## src/rtl/axi_node_cfg_pkg.sv

```systemverilog
// Shared definitions for the AXI node configuration sequencer.
//   - Bank-select codes placed in PADDR[9:8] of the configuration register block.
//   - Sequencer FSM state type.
//   - cfg_idx(): flat rule index of (region, master).
//   - vword_mask(): mask covering the per-master bits of a VALID word.
package axi_node_cfg_pkg;

  localparam logic [1:0] BANK_START = 2'b00;
  localparam logic [1:0] BANK_END   = 2'b01;
  localparam logic [1:0] BANK_VALID = 2'b10;

  typedef enum logic [2:0] {
    StIdle,
    StRdValid,
    StWrClr,
    StWrStart,
    StWrEnd,
    StWrSet,
    StDone
  } cfg_state_e;

  function automatic logic [5:0] cfg_idx(input int unsigned region,
                                         input int unsigned master,
                                         input int unsigned n_master);
    return 6'(region * n_master + master);
  endfunction

  function automatic logic [31:0] vword_mask(input int unsigned n_master);
    logic [31:0] m;
    m = '0;
    for (int unsigned i = 0; i < 32; i++) begin
      if (i < n_master) m[i] = 1'b1;
    end
    return m;
  endfunction

endpackage

```

## src/rtl/axi_node_apb_xfer.sv

```systemverilog
// Single-transfer APB master engine.
//   start_i            : launch a transfer; SETUP is driven in the following cycle.
//                        May be asserted in the completing cycle of the previous
//                        transfer so back-to-back transfers need no idle cycle.
//   addr_i/wdata_i/write_i : transfer attributes, sampled with start_i.
//   done_o             : combinational, high in the completing ACCESS cycle.
//   err_o              : done_o qualified by PSLVERR.
//   rdata_o            : PRDATA pass-through, valid while done_o is high.
//   paddr_o..penable_o : registered APB request signals.
module axi_node_apb_xfer #(
  parameter int unsigned AddrW = 12
) (
  input  logic             clk_i,
  input  logic             rst_ni,
  input  logic             start_i,
  input  logic [AddrW-1:0] addr_i,
  input  logic [31:0]      wdata_i,
  input  logic             write_i,
  output logic             done_o,
  output logic             err_o,
  output logic [31:0]      rdata_o,
  output logic [AddrW-1:0] paddr_o,
  output logic [31:0]      pwdata_o,
  output logic             pwrite_o,
  output logic             psel_o,
  output logic             penable_o,
  input  logic [31:0]      prdata_i,
  input  logic             pready_i,
  input  logic             pslverr_i
);

  logic             psel_q, psel_d;
  logic             penable_q, penable_d;
  logic             pwrite_q, pwrite_d;
  logic [AddrW-1:0] paddr_q, paddr_d;
  logic [31:0]      pwdata_q, pwdata_d;

  assign done_o  = psel_q & penable_q & pready_i;
  assign err_o   = done_o & pslverr_i;
  assign rdata_o = prdata_i;

  always_comb begin
    psel_d    = psel_q;
    penable_d = penable_q;
    pwrite_d  = pwrite_q;
    paddr_d   = paddr_q;
    pwdata_d  = pwdata_q;
    if (start_i) begin
      psel_d    = 1'b1;
      penable_d = 1'b0;
      pwrite_d  = write_i;
      paddr_d   = addr_i;
      pwdata_d  = wdata_i;
    end else if (done_o) begin
      psel_d    = 1'b0;
      penable_d = 1'b0;
    end else if (psel_q) begin
      penable_d = 1'b1;
    end
  end

  always_ff @(posedge clk_i or negedge rst_ni) begin
    if (!rst_ni) begin
      psel_q    <= 1'b0;
      penable_q <= 1'b0;
      pwrite_q  <= 1'b0;
      paddr_q   <= '0;
      pwdata_q  <= '0;
    end else begin
      psel_q    <= psel_d;
      penable_q <= penable_d;
      pwrite_q  <= pwrite_d;
      paddr_q   <= paddr_d;
      pwdata_q  <= pwdata_d;
    end
  end

  assign psel_o    = psel_q;
  assign penable_o = penable_q;
  assign pwrite_o  = pwrite_q;
  assign paddr_o   = paddr_q;
  assign pwdata_o  = pwdata_q;

endmodule

```

## src/rtl/axi_node_cfg_seq.sv

```systemverilog
// APB-master sequencer that atomically reprograms one AXI node address-map rule:
// clear the rule's VALID bit (read-modify-write), write START_ADDR and END_ADDR,
// then optionally set the VALID bit again.
//   HCLK/HRESETn     : clock, asynchronous active-low reset.
//   cmd_*            : rule-update command (valid/ready handshake, ready only in idle).
//   done_o / err_o   : one-cycle completion / abort pulses (mutually exclusive).
//   P*_o / P*_i      : APB master port towards the configuration register block.
// Optional feature macro: AXI_NODE_CFG_SEQ_RANGE_CHECK_EN rejects commands with
// cmd_end_i < cmd_start_i or an out-of-range region at accept time.
module axi_node_cfg_seq
  import axi_node_cfg_pkg::*;
#(
  parameter int unsigned APB_ADDR_WIDTH = 12,
  parameter int unsigned N_REGION_MAX   = 4,
  parameter int unsigned N_MASTER_PORT  = 16
) (
  input  logic                             HCLK,
  input  logic                             HRESETn,
  input  logic                             cmd_valid_i,
  output logic                             cmd_ready_o,
  input  logic [$clog2(N_REGION_MAX)-1:0]  cmd_region_i,
  input  logic [$clog2(N_MASTER_PORT)-1:0] cmd_master_i,
  input  logic [31:0]                      cmd_start_i,
  input  logic [31:0]                      cmd_end_i,
  input  logic                             cmd_enable_i,
  output logic                             done_o,
  output logic                             err_o,
  output logic [APB_ADDR_WIDTH-1:0]        PADDR_o,
  output logic [31:0]                      PWDATA_o,
  output logic                             PWRITE_o,
  output logic                             PSEL_o,
  output logic                             PENABLE_o,
  input  logic [31:0]                      PRDATA_i,
  input  logic                             PREADY_i,
  input  logic                             PSLVERR_i
);

  localparam int unsigned RegionW = $clog2(N_REGION_MAX);
  localparam int unsigned MasterW = $clog2(N_MASTER_PORT);
  localparam logic [31:0] VwordMask = vword_mask(N_MASTER_PORT);

  function automatic logic [APB_ADDR_WIDTH-1:0] mk_addr(input logic [1:0] bank,
                                                        input logic [5:0] sel);
    logic [APB_ADDR_WIDTH-1:0] a;
    a       = '0;
    a[9:0]  = {bank, sel, 2'b00};
    return a;
  endfunction

  cfg_state_e         state_q, state_d;
  logic [RegionW-1:0] region_q, region_d;
  logic [MasterW-1:0] master_q, master_d;
  logic [31:0]        start_q, start_d;
  logic [31:0]        end_q, end_d;
  logic               enable_q, enable_d;
  // Kept 32 bits wide but always masked to the per-master bits.
  logic [31:0]        vword_q, vword_d;
  logic               done_q, done_d;
  logic               err_q, err_d;

  logic                      x_start;
  logic [APB_ADDR_WIDTH-1:0] x_addr;
  logic [31:0]               x_wdata;
  logic                      x_write;
  logic                      x_done;
  logic                      x_err;
  logic [31:0]               x_rdata;

  logic        reject;
  logic [31:0] bit_mask;
  logic [5:0]  rule_idx;

`ifdef AXI_NODE_CFG_SEQ_RANGE_CHECK_EN
  assign reject = (cmd_end_i < cmd_start_i) || (32'(cmd_region_i) >= N_REGION_MAX);
`else
  assign reject = 1'b0;
`endif

  assign bit_mask = 32'd1 << master_q;
  assign rule_idx = cfg_idx(32'(region_q), 32'(master_q), N_MASTER_PORT);

  // Each transfer state launches the next transfer in its completing cycle, so the
  // engine sees back-to-back starts and the bus never idles inside a sequence.
  always_comb begin
    state_d  = state_q;
    region_d = region_q;
    master_d = master_q;
    start_d  = start_q;
    end_d    = end_q;
    enable_d = enable_q;
    vword_d  = vword_q;
    done_d   = 1'b0;
    err_d    = 1'b0;
    x_start  = 1'b0;
    x_addr   = '0;
    x_wdata  = '0;
    x_write  = 1'b0;

    unique case (state_q)
      StIdle: begin
        if (cmd_valid_i) begin
          region_d = cmd_region_i;
          master_d = cmd_master_i;
          start_d  = cmd_start_i;
          end_d    = cmd_end_i;
          enable_d = cmd_enable_i;
          if (reject) begin
            err_d   = 1'b1;
            state_d = StDone;
          end else begin
            x_start = 1'b1;
            x_addr  = mk_addr(BANK_VALID, 6'(cmd_region_i));
            state_d = StRdValid;
          end
        end
      end
      StRdValid: begin
        if (x_err) begin
          err_d   = 1'b1;
          state_d = StDone;
        end else if (x_done) begin
          vword_d = x_rdata & VwordMask;
          x_start = 1'b1;
          x_addr  = mk_addr(BANK_VALID, 6'(region_q));
          x_wdata = x_rdata & VwordMask & ~bit_mask;
          x_write = 1'b1;
          state_d = StWrClr;
        end
      end
      StWrClr: begin
        if (x_err) begin
          err_d   = 1'b1;
          state_d = StDone;
        end else if (x_done) begin
          x_start = 1'b1;
          x_addr  = mk_addr(BANK_START, rule_idx);
          x_wdata = start_q;
          x_write = 1'b1;
          state_d = StWrStart;
        end
      end
      StWrStart: begin
        if (x_err) begin
          err_d   = 1'b1;
          state_d = StDone;
        end else if (x_done) begin
          x_start = 1'b1;
          x_addr  = mk_addr(BANK_END, rule_idx);
          x_wdata = end_q;
          x_write = 1'b1;
          state_d = StWrEnd;
        end
      end
      StWrEnd: begin
        if (x_err) begin
          err_d   = 1'b1;
          state_d = StDone;
        end else if (x_done) begin
          if (enable_q) begin
            x_start = 1'b1;
            x_addr  = mk_addr(BANK_VALID, 6'(region_q));
            x_wdata = (vword_q & ~bit_mask) | bit_mask;
            x_write = 1'b1;
            state_d = StWrSet;
          end else begin
            done_d  = 1'b1;
            state_d = StDone;
          end
        end
      end
      StWrSet: begin
        if (x_err) begin
          err_d   = 1'b1;
          state_d = StDone;
        end else if (x_done) begin
          done_d  = 1'b1;
          state_d = StDone;
        end
      end
      StDone:  state_d = StIdle;
      default: state_d = StIdle;
    endcase
  end

  always_ff @(posedge HCLK or negedge HRESETn) begin
    if (!HRESETn) begin
      state_q  <= StIdle;
      region_q <= '0;
      master_q <= '0;
      start_q  <= '0;
      end_q    <= '0;
      enable_q <= 1'b0;
      vword_q  <= '0;
      done_q   <= 1'b0;
      err_q    <= 1'b0;
    end else begin
      state_q  <= state_d;
      region_q <= region_d;
      master_q <= master_d;
      start_q  <= start_d;
      end_q    <= end_d;
      enable_q <= enable_d;
      vword_q  <= vword_d;
      done_q   <= done_d;
      err_q    <= err_d;
    end
  end

  assign cmd_ready_o = (state_q == StIdle);
  assign done_o      = done_q;
  assign err_o       = err_q;

  axi_node_apb_xfer #(
    .AddrW(APB_ADDR_WIDTH)
  ) u_xfer (
    .clk_i     (HCLK),
    .rst_ni    (HRESETn),
    .start_i   (x_start),
    .addr_i    (x_addr),
    .wdata_i   (x_wdata),
    .write_i   (x_write),
    .done_o    (x_done),
    .err_o     (x_err),
    .rdata_o   (x_rdata),
    .paddr_o   (PADDR_o),
    .pwdata_o  (PWDATA_o),
    .pwrite_o  (PWRITE_o),
    .psel_o    (PSEL_o),
    .penable_o (PENABLE_o),
    .prdata_i  (PRDATA_i),
    .pready_i  (PREADY_i),
    .pslverr_i (PSLVERR_i)
  );

endmodule

```

## config.mk

```make
export PLATFORM = sky130hd
export DESIGN_NAME = axi_node_cfg_seq
export DESIGN_NICKNAME = d
export VERILOG_FILES = /design/src/rtl/axi_node_cfg_pkg.sv /design/src/rtl/axi_node_apb_xfer.sv /design/src/rtl/axi_node_cfg_seq.sv
export SDC_FILE = /design/constraint.sdc
export NUM_CORES = 1
export LEC_CHECK = 0
export CORE_MARGIN = 2
export CORE_UTILIZATION = 46
export CTS_BUF_LIST = sky130_fd_sc_hd__clkbuf_8
export DETAILED_ROUTE_END_ITERATION = 16
export PLACE_DENSITY = 0.79
export SKIP_CTS_REPAIR_TIMING = 1
export SLEW_MARGIN = 0
export SYNTH_ARGS = -nofsm -noshare
export SYNTH_HDL_FRONTEND = slang
export SYNTH_SLANG_ARGS = --single-unit
```

## constraint.sdc

```tcl
create_clock -name HCLK -period 1.9 [get_ports HCLK]
set_clock_uncertainty 0.2 [all_clocks]
set_input_delay 0.38 -clock HCLK [delete_from_list [all_inputs] [get_ports HCLK]]
set_output_delay 0.38 -clock HCLK [all_outputs]
set_load 0.02 [all_outputs]
```

==> results.md <==
Power:
- The total power per unit cell area is 1550 nW/um^2.
- For this design the static power due to leakage is 0.00460 uW.
- Power comes to roughly 14000 uW.
- The maximum ir drop on the vdd rail is around 750 uV.

Setup path:
- The largest single stage delay on the critical path is around 0.49 ns.
- Across all register-to-register paths, the minimum setup slack is -0.07 ns.
- In this run the worst path has a maximum fanout of 5.
- On the critical path, the stage with the largest delay is an instance of sky130_fd_sc_hd__dfrtp_2.
- The critical path starts at state_q[0].
- The termination of the worst setup path is cmd_ready_o.
- The critical path goes through nor3_2 > clkbuf_2.
- The element type at the critical path start is a flop.
- The critical path endpoint category is an output pin.
- The worst setup path is of the flop to output pin kind.
- The required time at the worst-slack endpoint is 1.32 ns.
- At the worst endpoint, the arrival time is roughly 1.4 ns.
- The reg-to-reg critical path endpoint is u_xfer.pwdata_o[8].
- The startpoint of the most critical register-to-register path is state_q[0].
- Measured in cells, the most critical reg-to-reg path has a length of 6.

STA:
- Setup repair after global routing could not meet its margin everywhere.
- The tightest hold path in the finished design has a slack of 0.182 ns.
- For this run, the top clock speed supported by timing is approximately 0.51 GHz.
- The final count of pins violating max slew was 0.
- Setup violations remaining at the end of the flow were counted as 25.
- Setup slack on the critical path of the routed design comes to -0.0783 ns.
- The final critical delay including setup and external delays is between 1.5 and 2 ns.
- Dividing the final minimum period by the clock period gives 104%.
- The final number of hold-violating endpoints is 0.

Placement:
- The placed wire-length estimate after detailed placement is approximately 11000 um.
- Routability-driven placement finished with a final weighted congestion of 0.831.
- At the placement stage, the worst setup path has a slack of -0.571 ns.
- The count of buffers added on input and output ports is 137.
- The cell total after placement is a little under 800.

Floorplanning:
- The I/O pin count is 158.
- The die outline area is 14000 um^2.
- The width of the chip is 119 um.
- In this run the vertical extent of the chip is 119 um.
- Row generation in the floorplan step produced 41 rows.
- The placeable core region is ~13000 um^2.
- The initial core utilization is 47.4%.

Final layout:
- The area added between synthesis and finish is 46.1%.
- The share of cells above drive strength 1 is between 30 and 40%.
- In the layout the commonest cells are sky130_fd_sc_hd__dfrtp_1 (130), sky130_fd_sc_hd__mux2_2 (92), sky130_fd_sc_hd__clkdlybuf4s50_1 (88), sky130_fd_sc_hd__dlymetal6s2s_1 (46), sky130_fd_sc_hd__buf_4 (31).
- The fraction of the core area covered by cells at the end of the flow is between 60 and 70%.
- The antenna diode count is 0.
- The count of cells in the finished layout, fillers not included, comes to 821.
- The library cell used most frequently in the layout, excluding fill and tap cells, is sky130_fd_sc_hd__dfrtp_1.
- In the final design database the tool counted around 740 nets.

Clock tree:
- The clock transition at the register clock pins on the worst setup and hold paths after CTS is around 0.080 ns.
- The number of H-tree branching levels is 4.
- The CTS sink count is 135.
- The tree is rooted in a sky130_fd_sc_hd__clkbuf_8.
- The deepest clock path buffer count is 2.
- The number of buffers added by the clock tree synthesis step is 17.
- TritonCTS built the clock tree.
- For the worst-skew pair, the clock arrives at the later sink with an insertion delay of 0.45 ns.

Run:
- Max-cap violations in this run came to 0.

Global route:
- Entering global routing, the biggest net connects 39 pins.
- The total overflow left after global routing is 0.
- The first-pass GRT wire length is around 24000 um.
- The overall global routing resource usage is 22.0%.
- The initial antenna violation count was 0.
- The number of global-route vias before repair came to between 4000 and 5000.

Synth:
- The synthesized-area fraction occupied by and/or/nand/nor cells is 7.30%.
- Of the total synthesized cell area, the portion taken by full adders, half adders and majority gates is 0%.
- The Yosys warning count is 0.
- The xor/xnor cell area share of the yosys netlist is 0%.
- After synthesis, the largest family of logic cells by area is multiplexers.
- After synthesis the netlist holds a flip-flop and latch count of 135.
- After technology mapping, the gate count stands at 452.
- Multiplexer cells account for about a fifth of the synthesized area.
- The mapped netlist covers 6030 um^2.
- The post-synthesis area per instance is 13.3 um^2.
- The number of different library cells in the post-synthesis netlist is 39.
- The sequential-to-total area share from yosys stat is 56.0%.
- The area fraction in compound gates after synthesis is 13.7%.

Routing:
- Dividing the detail-routed wire length by the instance count gives just under 20 um.
- The first-pass iteration count of the detailed router is 5.
- The number of vias per cell is 5.68.
- The remaining antenna violation count after routing is 0.
- The sum of routed wire length over all layers is between 15000 and 20000 um.
- After the first detailed-routing iteration, the DRC count stood at 305.
- The detailed-route DRC error count is 0.
- The routed layout has 4663 vias.

Run status:
- The flow ran to the end, but the final reports show violations.
- The final reports fail on negative setup slack.

Worst hold path:
- The class of the worst hold path is input pin to flop.
where the power goes:
group / switching (uW) / internal (uW) / leakage, uW
sequential: 852 / 4190 / 0.00167
combinational: 2540 / 3260 / 0.00267
clock: 1080 / 1720 / 0.000251
final cells by class:
cell class	instances	area (um^2)
inverter	4	15.0
multi-input combinational	281	2510
fill	902	3910
timing repair buffer	197	2220
clock inverter	10	173
sequential	135	3380
clock buffer	22	303
tap	172	215
metal layers:
layer | GRT usage [%] | part of all wire (%)
met2 | 35.6 | 51
met4 | 10.7 | 3.0
met5 | 0 | 0
met1 | 27.5 | 41
met3 | 5.41 | 5.3
through the flow:
step           area, um^2  TNS, ns
2_1_floorplan        6050        0
3_3_place_gp         7920   -51.24
3_5_place_dp         7920   -54.28
4_1_cts              8400   -16.83
5_1_grt              8820    -5.04
6_report             8820   -0.508
worst max-delay path, delay by kind of cell, from the launching register on:
kind,cells,cell delay (ns)
buffers and inverters,1,0.21
flip-flops,1,0.49
AND/OR/NAND/NOR,1,0.25
sequential cells by signal, summed over array words and instances, names as in the netlist:
signal            flops
region_q              2
u_xfer.pwdata_o      32
master_q              4
u_xfer.penable_o      1
start_q              32
u_xfer.pwrite_o       1
err_o                 1
state_q               3
u_xfer.psel_o         1
vword_q              16
end_q                32
done_o                1
enable_q              1
u_xfer.paddr_o        8
worst min path at each step:
stage | from | end | slack (ns) | cells after the start
global placement | HRESETn | end_q[20] | 0.11 | 1
floorplan | HRESETn | done_o | -0.12 | 0
detailed placement | HRESETn | u_xfer.pwdata_o[20] | 0.11 | 1
finish | PSLVERR_i | err_o | 0.18 | 4
global route | PSLVERR_i | err_o | 0.19 | 4
CTS | HRESETn | u_xfer.pwdata_o[31] | -0.37 | 1
synthesized netlist by cell type:
cell type,number,area [um^2]
sky130_fd_sc_hd__buf_6,2,22.5
sky130_fd_sc_hd__o221a_2,1,11.3
sky130_fd_sc_hd__o21ai_0,4,20.0
sky130_fd_sc_hd__a211oi_1,2,15.0
sky130_fd_sc_hd__nand2b_1,2,12.5
sky130_fd_sc_hd__and3b_1,1,8.76
sky130_fd_sc_hd__o31ai_1,1,7.51
sky130_fd_sc_hd__nand4_4,1,21.3
sky130_fd_sc_hd__nor3_1,2,10.0
sky130_fd_sc_hd__nor2_2,1,6.26
sky130_fd_sc_hd__nor2b_1,13,81.3
sky130_fd_sc_hd__mux2_2,101,1140
sky130_fd_sc_hd__a32oi_1,5,43.8
sky130_fd_sc_hd__and4b_1,1,10.0
sky130_fd_sc_hd__conb_1,1,3.75
sky130_fd_sc_hd__nor2_1,18,67.6
sky130_fd_sc_hd__a22o_1,20,175
sky130_fd_sc_hd__a221o_1,14,140
sky130_fd_sc_hd__buf_2,12,60.1
sky130_fd_sc_hd__nand4_1,1,6.26
sky130_fd_sc_hd__a32o_1,11,110
sky130_fd_sc_hd__nand3_1,3,15.0
sky130_fd_sc_hd__a22oi_1,3,22.5
sky130_fd_sc_hd__nand3b_1,1,7.51
sky130_fd_sc_hd__o22ai_1,5,31.3
sky130_fd_sc_hd__nor4b_4,1,23.8
sky130_fd_sc_hd__clkbuf_1,8,30.0
sky130_fd_sc_hd__nor3b_4,2,37.5
sky130_fd_sc_hd__mux2_1,2,22.5
sky130_fd_sc_hd__dfrtp_1,135,3380
sky130_fd_sc_hd__inv_1,4,15.0
sky130_fd_sc_hd__nand2_2,1,6.26
sky130_fd_sc_hd__nand2_1,14,52.6
sky130_fd_sc_hd__a31o_2,1,8.76
sky130_fd_sc_hd__nor3_2,3,30.0
sky130_fd_sc_hd__a21oi_1,15,75.1
sky130_fd_sc_hd__buf_4,13,97.6
sky130_fd_sc_hd__a21o_1,22,165
sky130_fd_sc_hd__nand4b_1,5,43.8
cells by family (layout without fill, tap and decap cells):
group / after synthesis / in the layout
compound gates: 104 / 104
flops: 135 / 135
other cells: 1 / 4
simple gates: 70 / 70
buf+inv: 39 / 233
mux: 103 / 103
No activity file was read; power rests on OpenSTA's default activity.
